### src/rtl/led_blink_driver.sv
// led_blink_driver: stretches single-cycle event strobes into visible LED blinks, queueing overlapping events
module led_blink_driver #(
    parameter int unsigned CLK_HZ      = 100000000,
    parameter int unsigned ON_MS       = 50,
    parameter int unsigned OFF_MS      = 50,
    parameter logic        IDLE_STATE  = 1'b1,
    parameter int unsigned MAX_PENDING = 15,
    parameter int unsigned PEND_W      = 4
) (
    input  logic              clk,
    input  logic              rstn,
    input  logic              event_in,
    input  logic              force_on,
    output logic              led_out,
    output logic              busy,
    output logic [PEND_W-1:0] pending,
    output logic              overflow
);
    localparam logic [31:0] CYC_PER_MS = 32'(CLK_HZ / 1000);
    localparam logic [31:0] ON_RAW     = 32'(ON_MS) * CYC_PER_MS;
    localparam logic [31:0] OFF_RAW    = 32'(OFF_MS) * CYC_PER_MS;
    localparam logic [31:0] ON_CYCLES  = (ON_RAW == 32'd0) ? 32'd1 : ON_RAW;
    localparam logic [31:0] OFF_CYCLES = (OFF_RAW == 32'd0) ? 32'd1 : OFF_RAW;
    localparam logic [31:0] ON_LAST    = ON_CYCLES - 32'd1;
    localparam logic [31:0] OFF_LAST   = OFF_CYCLES - 32'd1;
    localparam logic [PEND_W-1:0] MAX_P = PEND_W'(MAX_PENDING);
    typedef enum logic [1:0] {S_IDLE, S_ON, S_OFF} state_t;
    state_t            state, state_nx;
    logic [31:0]       timer, timer_nx;
    logic [PEND_W-1:0] pending_nx;
    logic              led_nx, ovf_nx, on_done, off_done, restart;
    // next state, timer, pending queue and LED level; a restart out of OFF consumes one blink
    always_comb begin
        on_done    = (state == S_ON) && (timer == ON_LAST);
        off_done   = (state == S_OFF) && (timer == OFF_LAST);
        restart    = off_done && ((pending != '0) || event_in);
        state_nx   = state;
        pending_nx = pending;
        ovf_nx     = 1'b0;
        unique case (state)
            S_IDLE:  state_nx = event_in ? S_ON : S_IDLE;
            S_ON:    state_nx = on_done ? S_OFF : S_ON;
            S_OFF:   state_nx = off_done ? (restart ? S_ON : S_IDLE) : S_OFF;
            default: state_nx = S_IDLE;
        endcase
        timer_nx = ((state_nx != state) || (state == S_IDLE)) ? 32'd0 : timer + 32'd1;
        if (restart)
            pending_nx = event_in ? pending : pending - PEND_W'(1);
        else if (event_in && (state != S_IDLE)) begin
            if (pending == MAX_P)
                ovf_nx = 1'b1;
            else
                pending_nx = pending + PEND_W'(1);
        end
        led_nx = (force_on || (state_nx == S_ON)) ? ~IDLE_STATE : IDLE_STATE;
    end
    // state and all outputs are registered; reset aborts any blink and clears the queue
    always_ff @(posedge clk or negedge rstn) begin
        if (!rstn) begin
            state    <= S_IDLE;
            timer    <= 32'd0;
            pending  <= '0;
            led_out  <= IDLE_STATE;
            busy     <= 1'b0;
            overflow <= 1'b0;
        end else begin
            state    <= state_nx;
            timer    <= timer_nx;
            pending  <= pending_nx;
            led_out  <= led_nx;
            busy     <= (state_nx != S_IDLE);
            overflow <= ovf_nx;
        end
    end
endmodule

### config.mk
export PLATFORM = sky130hd
export DESIGN_NAME = led_blink_driver
export DESIGN_NICKNAME = d
export VERILOG_FILES = /design/src/rtl/led_blink_driver.sv
export SDC_FILE = /design/constraint.sdc
export NUM_CORES = 1
export LEC_CHECK = 0
export ABC_AREA = 1
export CORE_AREA = 10 10 125 70
export CTS_CLUSTER_SIZE = 24
export DETAILED_ROUTE_END_ITERATION = 6
export DIE_AREA = 0 0 135 80
export GPL_TIMING_DRIVEN = 0
export PLACE_DENSITY = 0.68
export SETUP_SLACK_MARGIN = 0.2
export SYNTH_ARGS = -nofsm -noshare
export SYNTH_HDL_FRONTEND = slang
export SYNTH_SLANG_ARGS = --single-unit
### constraint.sdc
create_clock -name clk -period 2.2 [get_ports clk]
set_clock_uncertainty 0.1 [all_clocks]
set_input_delay 0.33 -clock clk [delete_from_list [all_inputs] [get_ports clk]]
set_output_delay 0.33 -clock clk [all_outputs]
set_load 0.01 [all_outputs]
Yosys cells after proc, flatten, opt, wreduce, memory -nomap -nowiden --
Cells that the tools add are included. W data, S select, Z words.
Storage, ports and cells: bits in registers 41, bits of input ports 4
Operators by class: mux-type cells 14, equal/unequal tests 8, reduce and logical (&&, ||, !) cells 13, add/subtract/negate cells 3
Operators with widths (number):
- $add A32 B1 Y32 const B | 1
- $eq A32 B23 Y1 const B | 1
- $mux W32 | 1
- $mux W4 | 4
- $mux W1 | 6
- $pmux W2 S3 | 1
- $reduce_bool A2 Y1 | 3
- $add A4 B1 Y4 const B | 1
- $eq A2 B1 Y1 const B | 2
- $eq A4 B4 Y1 const B | 1
- $logic_and A1 B1 Y1 | 4
- $mux W2 | 2
- $ne A2 B2 Y1 const B | 2
- $reduce_bool A4 Y1 | 1
- $sub A4 B1 Y4 const B | 1
- $logic_or A1 B1 Y1 | 3
- $reduce_and A3 Y1 | 1
- $eq A2 B2 Y1 const B | 1
- $logic_not A2 Y1 | 1
- $ne A2 B2 Y1 | 1

Depth between registers and ports, before layout --
word-level depth 9, depth in mapped cells 18, gate-level depth less buffers 18

Worst setup path before layout --
OpenSTA, ideal clock, no wires.
kind register -> register, from register timer[0], to register pending[3], period minus slack after synthesis 2.295 ns, stages on the path, launching flop included 19, data required time 1.983 ns, slack -0.095 ns, arrival time 2.079 ns, library setup time 0.117 ns, path through dfrtp_1 -> ha_1 -> nand2_2 -> nor2_4 -> nand2_1 -> nor2_4 -> nand3_2 -> inv_1 -> ha_1 -> nand2_1 -> nand2_1 -> a31oi_1 -> inv_1 -> nand3_1 -> nand2_1 -> inv_2 -> nand2_1 -> nand2_1 -> nand2_1
Between the ends: cells in the longest elaborated chain, start to end 5, elaborated cells between the ends (all ways) 8, classes of those cells eq/ne (3); mux (1); reduce/logical (4)
Ends and longest elaborated chain:
- start: declaration | line 29 | logic [31:0] timer, timer_nx;
- start signal: assignment | line 68 | timer <= timer_nx;
- $eq A32 B23 Y1 * | line 35 | off_done = (state == S_OFF) && (timer == OFF_LAST);
- $logic_and A1 B1 Y1 * | line 35
- $logic_and A1 B1 Y1 * | line 36 | restart = off_done && ((pending != '0) || event_in);
- $ne A2 B2 Y1 (no source line) / $reduce_bool A2 Y1 (equally long branches)
- $reduce_and A3 Y1 (no source line)
- end signal: assignment | line 69 | pending <= pending_nx;
- end: declaration | line 16 | output logic [PEND_W-1:0] pending,
Mark *: on every way between the ends. The rest lies on a longest branch, timed or not. A chain may end at the register's enable or synchronous reset.

Final worst setup path --
from register timer[7], to register pending[3]
The elaborated chain is that of the path after synthesis.

==> results.py <==
metrics = {
    "floorplan": {
        "die_height_microns": 80,
        "initial_core_util_pct": 40.05,
        "die_area_sq_um": 10800,
        "rows": 21,
        "core-area_sq_um": 6543,
        "die_w_microns": 135,
        "ioPinCount": 11,
    },
    "job": {
        "maxCapViolations": 0,
    },
    "final_layout": {
        "area_growth_pct": 30.23,
        "layout_common_cells": "nand2_1, nor2_1, inv_1, buf_4, dfrtp_1",
        "drive_gt1_share_pct": 28.85,
        "fin_nets": 416,
        "regArea_sq_um": 1036,
        "final_cells": 501,
        "nFillCells": 593,
        "diodes": 0,
        "multi_input_comb_area_sq_um": 1509,
        "layout_commonest_cell": "nand2_1",
    },
    "drt": {
        "vias": 2504,
        "drt_iter0_drc": 167,
        "ant_nets": 0,
        "drc": 0,
        "firstDrtPassIters": 5,
        "wl_per_cell_microns": 13.81,
        "totalWireLength_microns": 6921,
        "viasPerCell": 4.998,
    },
    "power_and_ir_drop": {
        "max-vdd-ir-drop_uv": 630.2,
        "p_total_mw": 1.921,
        "powerDensity_nw_per_um2": 563.1,
        "p_leak_nw": 1.526,
    },
    "grt": {
        "grt_pass1_wl_microns": 11220,
        "grt_pass1_vias": 2355,
        "use_met1_pct": 16.81,
        "grt_use_total_pct": 12.68,
        "use_met3_pct": 2.764,
        "met2_usage_pct": 20.32,
        "grt.busiest_layer": "met2",
        "antenna_found_initial": 0,
        "grt_max_degree": 33,
        "grt_overflow_total": 0,
    },
    "critical_path": {
        "worst-r2r-cell-count": 18,
        "setup.worst_path.end_class": "flop",
        "critical_path.slowest_cell": "dfrtp_2",
        "cp-start-kind": "flop",
        "crit_top_cell": "nand2_1",
        "cp.arrival_ns": 2.36,
        "criticalPathCategory": "flop to flop",
        "required_ns": 2.27,
        "max_stage_delay_ns": 0.44,
        "crit_chain": "inv_1 > nand2_2 > nor2_2 > nand2_1 > nor2_4 > nand3_4 > inv_4 > ha_4 > nand2_2 > nand2_2 > a31oi_4 > inv_1 > nand3_1 > nand2_1 > inv_2 > nand2_1 > nand2_1 > nand2_1",
        "crit_fanout": 4,
        "startpoint": "timer[7]",
        "reg2reg_from": "timer[7]",
    },
    "synth": {
        "ys_seq_elements": 41,
        "synth_nets": 362,
        "synthSimpleGateAreaFrac_pct": 40.16,
        "synth_compound_area_share_pct": 5.540,
        "synth_xor_area_share_pct": 5.014,
        "syn-cell-area_sq_um": 2620,
        "yosysTopAreaCell": "dfrtp_1",
        "yosysWarnings": 0,
        "ys_types": 33,
        "synth.area.top_cells": "dfrtp_1, nand2_1, nor2_1",
        "synth_top_family_by_area": "simple AND/OR/NAND/NOR gates",
        "synth-seq-area-share_pct": 39.21,
        "syn_inst": 354,
        "synth_mux_area_share_pct": 0,
        "syn_avg_cell_area_sq_um": 7.401,
        "synth_fa_ha_area_share_pct": 2.197,
        "synth_top_area_share_pct": 38.20,
    },
    "placed_design": {
        "gp_congestion": 0.8872,
        "io_buffers": 10,
        "dp_cells": 457,
        "dp_hpwl_microns": 4712,
    },
    "clocking": {
        "clock_latency_ns": 0.28,
        "root_buffer": "clkbuf_16",
        "htreeDepth": 2,
        "cts_tree": "done",
        "cts.path.max_buffers": 2,
        "cts_made_buffers": 5,
        "clkTransAtPathRegs_ns": 0.06,
        "cts.sinks": 41,
    },
    "timing": {
        "final.setup.tns_ns": -0.1497,
        "worstMarginPinSlew_ns": 0.5054,
        "fin_crit_sh_pct": 103.8,
        "slew_headroom_pct": 66.03,
        "setup_slack_ns": -0.08307,
        "rsz0062_at_grt": "yes",
        "slew_viol_final": 0,
        "hold_viol_final": 0,
        "fmax_mhz": 438.0,
        "whs_ns": 0.3469,
        "setup_viol": 3,
        "layout_min_cycle_time_ns": 2.283,
    },
    "worst_hold_path": {
        "min_path_type": "input port to async pin",
    },
    "run_status": {
        "violations": "negative setup slack",
        "status": "complete, but fails checks",
    },
}
## sequential cells by signal (all words and copies together), names as in the netlist
name      cells
led_out       1
timer        32
pending       4
busy          1
state         2
overflow      1
## through the flow
step / setup WS [ns] / utilization (%) / area [sq um]
3_3_place_gp: -0.4032 / 43.72 / 2860
4_1_cts: 0.005125 / 48.82 / 3194
3_5_place_dp: -0.3268 / 43.95 / 2875
6_report: -0.08307 / 52.15 / 3412
5_1_grt: -0.2192 / 52.15 / 3412
2_1_floorplan: -0.03966 / - / 2645
## cell type report
| class | count | area share [%] |
|---|---|---|
| Clock buffer | 8 | 4.290 |
| Multi-Input combinational cell | 260 | 44.22 |
| Tap cell | 92 | 3.374 |
| Timing Repair Buffer | 47 | 11.48 |
| Buffer | 2 | 0.4400 |
| Sequential cell | 41 | 30.36 |
| Inverter | 51 | 5.831 |
## report_power, final
group	switching [mW]	internal, mW
clock network	0.285	0.453
registers	0.0574	0.793
logic	0.159	0.174
## repair_timing
item / in CTS / in global routing
cloned: 0 / 0
setup endpoints to repair: 3 / 5
pin swaps: 6 / 19
setup buffers: 18 / 17
hold buffers: 1 / 0
endpoints found under the hold margin: 8 / 0
gates resized for setup: 12 / 27
## worst max-delay path: cells and delay by family, from the launching register on
kind                       cells  cell delay [ns]
and+or+nand+nor               12             1.00
DFF                            1             0.44
buffers and inverters          4             0.28
adders and majority gates      1             0.22
AOI/OAI and AO/OA              1             0.14
## kinds of logic after synthesis
kind of cell               count (synthesis)
AOI/OAI and AO/OA                         24
xor gates and xnor gates                  15
adders and majority gates                  4
buffers and inverters                     53
and+or+nand+nor                          217
DFF                                       41
## synthesized netlist by cell type
| master | number |
|---|---|
| nor2_1 | 69 |
| nand3_2 | 5 |
| ha_1 | 3 |
| xor2_1 | 11 |
| nand4_1 | 7 |
| nor2_2 | 5 |
| and2_1 | 1 |
| a211oi_1 | 2 |
| o21ai_0 | 8 |
| a31oi_1 | 2 |
| nor3_1 | 13 |
| or2_1 | 2 |
| nand2_2 | 6 |
| dfrtp_1 | 40 |
| o21ai_4 | 1 |
| fa_1 | 1 |
| inv_1 | 44 |
| nor2_4 | 6 |
| dfstp_2 | 1 |
| nor3_2 | 7 |
| nand3_1 | 17 |
| a21oi_1 | 9 |
| inv_2 | 7 |
| a21oi_2 | 1 |
| nand2_1 | 73 |
| xnor2_1 | 4 |
| o21a_1 | 1 |
| nor4_2 | 1 |
| nand2_4 | 1 |
| nand3b_1 | 1 |
| nor4_1 | 2 |
| buf_4 | 2 |
| or2_0 | 1 |
## worst paths after layout
check | to | slack (ns)
worst max-delay path | pending[3] | -0.08
worst min register to register | timer[11] | 0.43
max in group asynchronous | timer[11] | 1.19
worst min-delay path | timer[21] | 0.35
min in group clk | timer[11] | 0.43
worst max register to register | pending[3] | -0.08
## per-layer routing
metal	routed length, microns	up-vias
li1	-	1227
met1	3160	1188
met2	3208	78
met3	448	11
met4	103	0
met5	0	-
Note: power is estimated with default switching activity, not from simulation.
